==> src/rtl/score_pkg.sv <==
// Shared types, constants and helpers for the score display slice.
// Provides widths, BCD type, converter FSM states and segment glyphs.
package score_pkg;

   localparam int SCORE_W    = 7;
   localparam int BCD_DIGITS = 3;
   localparam int SR_W       = BCD_DIGITS * 4 + SCORE_W;

   typedef logic [BCD_DIGITS-1:0][3:0] bcd3_t;

   typedef enum logic [1:0] {
      IDLE,
      SHIFT,
      UPDATE
   } conv_state_t;

   localparam logic [6:0] GLYPH_0 = 7'b1111110;
   localparam logic [6:0] GLYPH_1 = 7'b0110000;
   localparam logic [6:0] GLYPH_2 = 7'b1101101;
   localparam logic [6:0] GLYPH_3 = 7'b1111001;
   localparam logic [6:0] GLYPH_4 = 7'b0110011;
   localparam logic [6:0] GLYPH_5 = 7'b1011011;
   localparam logic [6:0] GLYPH_6 = 7'b1011111;
   localparam logic [6:0] GLYPH_7 = 7'b1110000;
   localparam logic [6:0] GLYPH_8 = 7'b1111111;
   localparam logic [6:0] GLYPH_9 = 7'b1111011;

   function automatic logic [6:0] seg7(
      input logic [3:0] d
   );
      logic [6:0] g;
      case (d)
         4'd0:    g = GLYPH_0;
         4'd1:    g = GLYPH_1;
         4'd2:    g = GLYPH_2;
         4'd3:    g = GLYPH_3;
         4'd4:    g = GLYPH_4;
         4'd5:    g = GLYPH_5;
         4'd6:    g = GLYPH_6;
         4'd7:    g = GLYPH_7;
         4'd8:    g = GLYPH_8;
         4'd9:    g = GLYPH_9;
         default: g = '0;
      endcase
      return g;
   endfunction

   // One double-dabble iteration on {bcd, bin}: correct
   // every nibble >= 5, then shift the whole word left.
   function automatic logic [SR_W-1:0] dd_step(
      input logic [SR_W-1:0] v
   );
      logic [SR_W-1:0] t;
      t = v;
      for (int d = 0; d < BCD_DIGITS; d++) begin
         if (t[SCORE_W+4*d +: 4] >= 4'd5)
            t[SCORE_W+4*d +: 4] =
               t[SCORE_W+4*d +: 4] + 4'd3;
      end
      return t << 1;
   endfunction

endpackage

==> src/rtl/score_display_if.sv <==
// Score display bus: scores and game flag in, segments/select/busy out.
// master drives scores (tracker side), slave is the display block.
interface score_display_if;
   import score_pkg::*;

   logic [SCORE_W-1:0] currScore;
   logic [SCORE_W-1:0] highScore;
   logic               isGameComplete;
   logic [6:0]         seg;
   logic [5:0]         digitSel;
   logic               busy;

   modport master (
      output currScore,
      output highScore,
      output isGameComplete,
      input  seg,
      input  digitSel,
      input  busy
   );

   modport slave (
      input  currScore,
      input  highScore,
      input  isGameComplete,
      output seg,
      output digitSel,
      output busy
   );

endinterface

==> src/rtl/bin2bcd_seq.sv <==
// Sequential double-dabble: binary score to 3 BCD digits in 7 steps.
// Ports: clk, rst, start (load bin), bin, bcd (result), done (last step).
module bin2bcd_seq
   import score_pkg::*;
(
   input  logic               clk,
   input  logic               rst,
   input  logic               start,
   input  logic [SCORE_W-1:0] bin,
   output bcd3_t              bcd,
   output logic               done
);

   logic [SR_W-1:0] sr;
   logic [2:0]      it;
   logic            run;

   always_ff @(posedge clk) begin
      if (rst) begin
         sr  <= '0;
         it  <= '0;
         run <= 1'b0;
      end else if (start) begin
         sr  <= {{(BCD_DIGITS*4){1'b0}}, bin};
         it  <= '0;
         run <= 1'b1;
      end else if (run) begin
         sr <= dd_step(sr);
         if (it == 3'(SCORE_W - 1))
            run <= 1'b0;
         else
            it <= it + 3'd1;
      end
   end

   // High while the final iteration is being applied.
   assign done = run && (it == 3'(SCORE_W - 1));
   assign bcd  = sr[SR_W-1 -: BCD_DIGITS*4];

endmodule

==> src/rtl/score_display.sv <==
// Six-digit multiplexed display of current/high score with blink.
// Ports: clk, rst, bus (slave: scores/flag in, seg/digitSel/busy out).
module score_display
   import score_pkg::*;
#(
   parameter int REFRESH_DIV = 1000,
   parameter int BLINK_SCANS = 32
) (
   input  logic      clk,
   input  logic      rst,
   score_display_if.slave bus
);

   localparam int RW = $clog2(REFRESH_DIV);
   localparam int SW =
      (BLINK_SCANS > 1) ? $clog2(BLINK_SCANS) : 1;

   conv_state_t        state;
   logic [SCORE_W-1:0] curr_snap;
   logic [SCORE_W-1:0] high_snap;
   bcd3_t              curr_disp;
   bcd3_t              high_disp;
   bcd3_t              curr_conv;
   bcd3_t              high_conv;
   bcd3_t              curr_show;
   bcd3_t              high_show;
   logic               start;
   logic               curr_done;
   logic               high_done;
   logic               conv_done;
   logic               busy_r;

   logic [RW-1:0]      ref_cnt;
   logic [2:0]         dig_idx;
   logic [SW-1:0]      scan_cnt;
   logic               blink_phase;

   logic [3:0]         nib;
   logic               blank;
   logic [6:0]         seg_nxt;
   logic [5:0]         sel_nxt;
   logic [6:0]         seg_r;
   logic [5:0]         sel_r;

   assign start = (state == IDLE) &&
      ((bus.currScore != curr_snap) ||
       (bus.highScore != high_snap));

   bin2bcd_seq u_curr (
      .clk   (clk),
      .rst   (rst),
      .start (start),
      .bin   (bus.currScore),
      .bcd   (curr_conv),
      .done  (curr_done)
   );

   bin2bcd_seq u_high (
      .clk   (clk),
      .rst   (rst),
      .start (start),
      .bin   (bus.highScore),
      .bcd   (high_conv),
      .done  (high_done)
   );

   assign conv_done = curr_done & high_done;

   always_ff @(posedge clk) begin
      if (rst) begin
         state     <= IDLE;
         curr_snap <= '0;
         high_snap <= '0;
         curr_disp <= '0;
         high_disp <= '0;
         busy_r    <= 1'b0;
      end else begin
         unique case (state)
            IDLE: begin
               if (start) begin
                  curr_snap <= bus.currScore;
                  high_snap <= bus.highScore;
                  busy_r    <= 1'b1;
                  state     <= SHIFT;
               end
            end
            SHIFT: begin
               if (conv_done)
                  state <= UPDATE;
            end
            UPDATE: begin
               curr_disp <= curr_conv;
               high_disp <= high_conv;
               busy_r    <= 1'b0;
               state     <= IDLE;
            end
            default: state <= IDLE;
         endcase
      end
   end

   // While UPDATE writes the display registers, feed the
   // fresh result straight to the segment pipeline so the
   // new value lands on the bus on the same edge.
   assign curr_show =
      (state == UPDATE) ? curr_conv : curr_disp;
   assign high_show =
      (state == UPDATE) ? high_conv : high_disp;

   always_ff @(posedge clk) begin
      if (rst) begin
         ref_cnt     <= '0;
         dig_idx     <= '0;
         scan_cnt    <= '0;
         blink_phase <= 1'b0;
      end else if (ref_cnt == RW'(REFRESH_DIV - 1)) begin
         ref_cnt <= '0;
         if (dig_idx == 3'd5) begin
            dig_idx <= '0;
            if (scan_cnt == SW'(BLINK_SCANS - 1)) begin
               scan_cnt    <= '0;
               blink_phase <= ~blink_phase;
            end else begin
               scan_cnt <= scan_cnt + SW'(1);
            end
         end else begin
            dig_idx <= dig_idx + 3'd1;
         end
      end else begin
         ref_cnt <= ref_cnt + RW'(1);
      end
   end

   always_comb begin
      nib   = '0;
      blank = 1'b0;
      case (dig_idx)
         3'd0: nib = curr_show[0];
         3'd1: begin
            nib   = curr_show[1];
            blank = (curr_show[2] == 4'd0) &&
                    (curr_show[1] == 4'd0);
         end
         3'd2: begin
            nib   = curr_show[2];
            blank = (curr_show[2] == 4'd0);
         end
         3'd3: nib = high_show[0];
         3'd4: begin
            nib   = high_show[1];
            blank = (high_show[2] == 4'd0) &&
                    (high_show[1] == 4'd0);
         end
         3'd5: begin
            nib   = high_show[2];
            blank = (high_show[2] == 4'd0);
         end
         default: nib = '0;
      endcase
      if ((dig_idx < 3'd3) && bus.isGameComplete &&
          blink_phase)
         blank = 1'b1;
      seg_nxt = blank ? 7'd0 : seg7(nib);
      sel_nxt = 6'd1 << dig_idx;
   end

   always_ff @(posedge clk) begin
      if (rst) begin
         seg_r <= '0;
         sel_r <= '0;
      end else begin
         seg_r <= seg_nxt;
         sel_r <= sel_nxt;
      end
   end

   assign bus.seg      = seg_r;
   assign bus.digitSel = sel_r;
   assign bus.busy     = busy_r;

endmodule

==> src/flat_wrapper.sv <==
// flat-port wrapper written by rule: the top's interface ports become plain ports
module score_display_flat import score_pkg::*;
#(
   parameter int REFRESH_DIV = 1000,
   parameter int BLINK_SCANS = 32
)
  (clk, rst, bus_currScore, bus_highScore, bus_isGameComplete, bus_seg, bus_digitSel, bus_busy);
  score_display_if bus_i ();
  input  logic clk;
  input  logic rst;
  input wire logic [$bits(bus_i.currScore)-1:0] bus_currScore;
  input wire logic [$bits(bus_i.highScore)-1:0] bus_highScore;
  input wire logic [$bits(bus_i.isGameComplete)-1:0] bus_isGameComplete;
  output wire logic [$bits(bus_i.seg)-1:0] bus_seg;
  output wire logic [$bits(bus_i.digitSel)-1:0] bus_digitSel;
  output wire logic [$bits(bus_i.busy)-1:0] bus_busy;
  assign bus_i.currScore = bus_currScore;
  assign bus_i.highScore = bus_highScore;
  assign bus_i.isGameComplete = bus_isGameComplete;
  assign bus_seg = bus_i.seg;
  assign bus_digitSel = bus_i.digitSel;
  assign bus_busy = bus_i.busy;
  score_display #(.REFRESH_DIV(REFRESH_DIV), .BLINK_SCANS(BLINK_SCANS)) u_core (.clk(clk), .rst(rst), .bus(bus_i));
endmodule
==> config.mk <==
export PLATFORM = sky130hd
export DESIGN_NAME = score_display_flat
export DESIGN_NICKNAME = d
export VERILOG_FILES = /design/src/rtl/score_pkg.sv /design/src/rtl/score_display_if.sv /design/src/rtl/bin2bcd_seq.sv /design/src/rtl/score_display.sv /design/src/flat_wrapper.sv
export SDC_FILE = /design/constraint.sdc
export NUM_CORES = 1
export LEC_CHECK = 0
export ABC_AREA = 1
export BUFFER_PORTS_ARGS = -buffer_cell sky130_fd_sc_hd__buf_2
export CAP_MARGIN = 10
export CORE_MARGIN = 1
export CORE_UTILIZATION = 45
export DETAILED_ROUTE_END_ITERATION = 7
export GPL_ROUTABILITY_DRIVEN = 0
export SETUP_SLACK_MARGIN = 0.1
export SYNTH_ARGS = -nofsm -noshare
export SYNTH_HDL_FRONTEND = slang
export SYNTH_SLANG_ARGS = --single-unit
==> constraint.sdc <==
create_clock -name clk -period 4.7 [get_ports clk]
set_input_delay 0.235 -clock clk [delete_from_list [all_inputs] [get_ports clk]]
set_output_delay 0.235 -clock clk [all_outputs]
set_load 0.005 [all_outputs]
Word-level counts from Yosys, hierarchy flattened:

Memory sizes are Yosys's and may differ from the RTL's. A register that Yosys moved wholly into a read port is not among the register bits.
Index checks and enable logic that the tools add are counted.

* bits in registers: 112
* memory bits (read-only): 112
* input bits: 17
* output and inout bits: 14
* memories kept: 1

* add/subtract/negate cells: 11
* magnitude comparators: 7
* equal/unequal tests: 15
* shifts and indexed selects: 1
* mux-type cells: 28
* bitwise gates (word level): 4
* reduce and logical (&&, ||, !) cells: 27

Memories
* (no name shown): words 16, bits a word 7, rd ports 1, clocked after memory_dff 1, wr ports 0, RTL line score_pkg.sv:32 `case (d)`

Operator list (count)
* 2-to-1 mux 7 bit: 4
* greater-or-equal comparator 4 x 3 -> 1 bit, second input constant: 6
* 2-to-1 mux 12 bit: 2
* case mux 4 bit (6 select lines): 1
* adder 4 x 2 -> 4 bit, second input constant: 4
* zero test 4 bit: 4
* 2-to-1 mux 4 bit: 4
* inequality test 7 bit: 2
* equality test 3 bit, second input constant: 4
* AND reduction 2 bit: 6
* adder 10 x 1 -> 10 bit, second input constant: 1
* equality test 10 bit, second input constant: 1
* adder 3 x 1 -> 3 bit, second input constant: 3
* 2-to-1 mux 3 bit: 3
* 2-to-1 mux 1 bit: 8
* logical AND 1 bit: 7
* adder 3 x 2 -> 3 bit, second input constant: 2
* equality test 3 x 2 -> 1 bit, second input constant: 2
* nonzero test 2 bit: 3
* OR reduction 2 bit: 3
* << shifter 1 x 3 -> 6 bit, first input constant: 1
* adder 5 x 1 -> 5 bit, second input constant: 1
* equality test 5 bit, second input constant: 1
* 2-to-1 mux 5 bit: 1
* 15 further kinds: 19

Longest topological paths before layout:

* depth after elaboration: 7
* gate-level depth with buffers: 18
* depth with buffers taken out: 16

Hierarchy:

From an unflattened synthesis, not the netlist that was laid out.

* cells, all modules: 937
* area, all modules: 6314.8 um2

Modules (own cells, without submodules)
* score_display: instances 1, cells each 563, area each 3654.8 um2
* bin2bcd_seq: instances 2, cells each 187, area each 1330.0 um2

Worst setup path before layout:

Ideal clock, no wire load.

* path kind: reg2reg
* start: register u_core.state[0]
* end: register u_core.seg_r[3] (netlist: u_core.bus.seg[3])
* arrival time: 1861 ps
* data required time: 4586 ps
* slack: 2725 ps
* stages on the path, launching flop included: 18
* buffers on the path: 2
* path through: dfxtp_1 > inv_2 > nand2_4 > buf_8 > buf_12 > nand2_1 > nand3_1 > nand2_1 > nor2_1 > nand2_1 > nand2_1 > inv_1 > ha_1 > inv_1 > nand3_1 > nand2_1 > nor2_1 > nor2_1

* cells in the longest elaborated chain, start to end: 7
* elaborated cells on any way between the ends: 13
* those cells by class: eq/ne: 1; mux: 5; reduce/logical: 7

RTL lines
* start: declaration: RTL line score_display.sv:18 `conv_state_t state;`
* start signal: assignment: RTL line score_display.sv:71 `state <= IDLE;`
* start signal: assignment: RTL line score_display.sv:84 `state <= SHIFT;`
* start signal: assignment: RTL line score_display.sv:89 `state <= UPDATE;`
* equality test 2 bit *: RTL line score_display.sv:106, score_display.sv:108
* 2-to-1 mux 12 bit
* zero test 4 bit, on equally long branches
* logical AND 1 bit, on equally long branches: RTL line score_display.sv:151, score_display.sv:141
* case mux 1 bit (4 select lines): RTL line score_display.sv:137 `case (dig_idx)`
* 2-to-1 mux 1 bit: RTL line score_display.sv:160 `if ((dig_idx < 3'd3) && bus.isGameComplete &&`
* OR reduction 2 bit (no line)
* end: declaration: RTL line score_display.sv:42 `logic [6:0] seg_r;`

Every way passes the cells marked *; elsewhere a longest branch is shown, timed or not.
A chain may end at the register's enable or synchronous reset.

Worst setup path after layout:

* start: register u_core.state[1]
* end: register u_core.high_snap[5]

* cells in the longest elaborated chain, start to end: 3

RTL lines
* zero test 2 bit *: RTL line score_display.sv:45, score_display.sv:78
* logical AND 1 bit: RTL line score_display.sv:45 `assign start = (state == IDLE) &&`
* AND reduction 2 bit (no line) *
* end signal: assignment: RTL line score_display.sv:82 `high_snap <= bus.highScore;`
* end: declaration: RTL line score_display.sv:20 `logic [SCORE_W-1:0] high_snap;`

Marked as above.

==> impl_metrics.env <==
export IMPL_final_setup_worst_slack_ps=1780
export IMPL_layout_drive_gt1_share=0.0952
export IMPL_floorplan_die_area_um2=13700
export IMPL_path_class="reg -> reg"
export IMPL_tritoncts_num_buffers=17
export IMPL_netlist_area_um2=5940
export IMPL_synth_sequential_area_ratio=0.401
export IMPL_finalHoldViolations=0
export IMPL_postSynthNetCount=885
export IMPL_start_kind="flop"
export IMPL_synth_flop_cell="sky130_fd_sc_hd__dfxtp_1"
export IMPL_dp_hpwl_um=8780
export IMPL_global_route_wire_length_before_repair_um=22100
export IMPL_setup_total_negative_slack_ps=0
export IMPL_worst_r2r_setup_slack_ps=1780
export IMPL_first_global_vias=4894
export IMPL_synth_edff_count=0
export IMPL_root_buffer="sky130_fd_sc_hd__clkbuf_16"
export IMPL_yosys_register_bits=119
export IMPL_seqPwrFrac=0.431
export IMPL_finClkSkew_ps=6.15
export IMPL_worst_slew_pin_slew_ps=1070
export IMPL_timing_critical_path_arrival_ps=3210
export IMPL_vias=5227
export IMPL_net_switching_share_of_the_total_power=0.228
export IMPL_die_y_um=117
export IMPL_share_clk_of_total_power=0.517
export IMPL_ctsResizeCount=0
export IMPL_antenna_found_initial=0
export IMPL_cts_setup_buffers=0
export IMPL_nets=903
export IMPL_cell_area_after_layout_um2=6740
export IMPL_drv_max_cap_violation_count=0
export IMPL_r2r_worst_path_cells=4
export IMPL_critical_path_cell_list="nor2_1 > nand2_2 > nand2_4 > o21ai_0"
export IMPL_crit_buf_inv=0
export IMPL_static_power_due_to_leakage_uw=0.00304
export IMPL_fmax_mhz=342
export IMPL_routed_wire_length_per_instance_um=12.3
export IMPL_design_core_area_um2=12800
export IMPL_regToRegStartpoint="u_core.state[1]"
export IMPL_synth_lib_cells_used_distinct=32
export IMPL_fp_dieW_um=117
export IMPL_num_rows=41
export IMPL_port_buffer_count=30
export IMPL_final_period_minus_worst_setup_slack_ps=2920
export IMPL_post_placement_cell_area_um2=6140
export IMPL_unrepaired_setup_endpoints_after_global_routing="no"
export IMPL_final_setup_viol_count=0
export IMPL_finalCritPeriodShare=0.622
export IMPL_track_usage=0.209
export IMPL_remaining_drc_errors=0
export IMPL_avgSynthCellArea_um2=7.07
export IMPL_netlist_instances=841
export IMPL_finalWirelength_um=12900
export IMPL_antenna_diode_count=0
export IMPL_total_power_uw=2470
export IMPL_timing_final_max_slew_violations=0
export IMPL_timing_critical_path_to_type="flop"
export IMPL_cp_top_family="simple AND/OR/NAND/NOR gates"
export IMPL_synth_async_reset_ratio=0
export IMPL_detail_route_antenna_nets=0
export IMPL_cts_tree="yes"
export IMPL_vias_per_cell=5.01
export IMPL_power_switching_uw=563
export IMPL_path_max_fanout=37
export IMPL_cts_max_path_buffers=2
export IMPL_worst_path_stages=4
export IMPL_ys_warnings_count=0
export IMPL_outcome="completed"
export IMPL_cpMaxStageDelayCell="sky130_fd_sc_hd__nor2_1"
export IMPL_placement_setup_worst_slack_ps=1810
export IMPL_power_density_nw_per_um2=366
export IMPL_clk_pin_slew_worst_paths_ps=50
export IMPL_hold_worst_slack_ps=115
export IMPL_maxSlewHeadroom=0.282
export IMPL_pin_count_of_the_biggest_net_entering_global_routing=49
export IMPL_cts_htree_levels=4
export IMPL_hold_path_startpoint="bus_currScore[0]"
export IMPL_worst_case_hold_path_end_point="u_core.u_curr.sr[0]"
export IMPL_io_pins=31
export IMPL_internal_power_uw=1900
export IMPL_grt_remaining_overflow=0
export IMPL_pwr_share_comb=0.051
export IMPL_highest_cell_delay_on_the_worst_timing_path_ps=900
export IMPL_timing_critical_path_from="u_core.state[1]"
export IMPL_signed_area_change_from_the_synthesized_netlist_to_the_final_layout_pct=13.3
export IMPL_numClockSinks=119
export IMPL_worst_hold_path_type="in -> reg"
export IMPL_holdBufCountCts=0
export IMPL_vdd_ir_drop_max_uv=199
export IMPL_critPathRequiredTime_ps=4990
export IMPL_worstReg2RegEnd="u_core.high_snap[5]"
export IMPL_drt_first_iter_violations=289
export IMPL_hold_path_cell_count=3
export IMPL_initial_core_utilization=0.465
export IMPL_pre_repair_dr_iteration_count=4
export IMPL_clk_latency_ps=420
[metal layers]
metal,share of wire,wire length (um),global-route usage
met4,0.014,176,0.0903
met2,0.47,6040,0.344
met3,0.026,329,0.0463
met5,0,0,0
met1,0.49,6340,0.263
[state kept, by name (all words and copies together) (netlist names), 2 cells and up]
register,cells
u_core.state,2
u_core.dig_idx,3
u_core.high_snap,7
u_core.scan_cnt,5
u_core.u_high.sr,19
u_core.bus.digitSel,6
u_core.high_disp,12
u_core.u_curr.sr,19
u_core.u_curr.it,3
u_core.curr_snap,7
u_core.ref_cnt,10
u_core.u_high.it,3
u_core.bus.seg,7
u_core.curr_disp,12
[how the worst max path moves through the flow]
stage	end	slack, ps
global placement	u_core.high_snap[4]	1920
finish	u_core.high_snap[5]	1780
floorplan	u_core.bus.seg[3]	2720
CTS	u_core.high_snap[5]	1800
global route	u_core.high_snap[5]	1420
detailed placement	u_core.high_snap[3]	1810
[synth_stat cells, drive strengths merged, types with 5 or more instances]
| cell type | instances | area, um^2 |
|---|---|---|
| a21oi | 54 | 270 |
| buf | 21 | 131 |
| clkbuf | 11 | 41.3 |
| dfxtp | 119 | 2380 |
| ha | 27 | 338 |
| inv | 100 | 375 |
| nand2 | 216 | 861 |
| nand3 | 68 | 340 |
| nand3b | 24 | 180 |
| nand4 | 18 | 113 |
| nor2 | 94 | 368 |
| nor3 | 9 | 45.0 |
| o21ai | 43 | 215 |
| or2 | 5 | 31.3 |
| xor2 | 17 | 149 |
[final cells by class]
class	count	area, um^2
Sequential cell	119	2380
Clock inverter	7	65.1
Inverter	103	387
Fill cell	1267	6040
Multi-Input combinational cell	587	3000
Tap cell	172	215
Timing Repair Buffer	31	158
Clock buffer	25	526
[power groups by stage]
| stage | logic (uW) | clock network (uW) | registers [uW] |
|---|---|---|---|
| 4_1_cts | 128 | 1300 | 1060 |
| 5_1_grt | 148 | 1350 | 1070 |
| 6_report | 127 | 1280 | 1060 |
| 2_1_floorplan | 99.2 | 0 | 1070 |
| 3_3_place_gp | 123 | 0 | 1080 |
| 3_5_place_dp | 127 | 0 | 1080 |
[cell families (layout without fill, tap and decap cells)]
group,after synthesis,after routing,share of synthesized area
AOI/OAI and AO/OA,101,101,0.0865
xor gates and xnor gates,21,21,0.0309
adders and majority gates,27,27,0.0568
buffers and inverters,135,166,0.0941
DFF,119,119,0.401
muxes,1,1,0.00168
and+or+nand+nor,437,437,0.329
[through the flow]
stage                util  cells
CTS                 0.527   1044
floorplan               -    841
global placement    0.481   1012
detailed placement  0.481   1012
finish              0.527   1044
global route        0.527   1044
[tightest hold or removal path, cell delays in order]
cell and delay, ps:
sky130_fd_sc_hd__buf_2 100, sky130_fd_sc_hd__nand4_1 100, sky130_fd_sc_hd__nand2_1 70
[layout by cell type, fill, tap and decap left out, types with 18 or more instances in the layout]
master / instances
sky130_fd_sc_hd__ha_1: 27
sky130_fd_sc_hd__o21ai_0: 43
sky130_fd_sc_hd__nand3b_1: 24
sky130_fd_sc_hd__nand2_1: 204
sky130_fd_sc_hd__a21oi_1: 54
sky130_fd_sc_hd__inv_1: 99
sky130_fd_sc_hd__nand4_1: 18
sky130_fd_sc_hd__buf_2: 30
sky130_fd_sc_hd__dfxtp_1: 119
sky130_fd_sc_hd__nor2_1: 90
sky130_fd_sc_hd__nand3_1: 68
(Power assumes the default switching activity.)
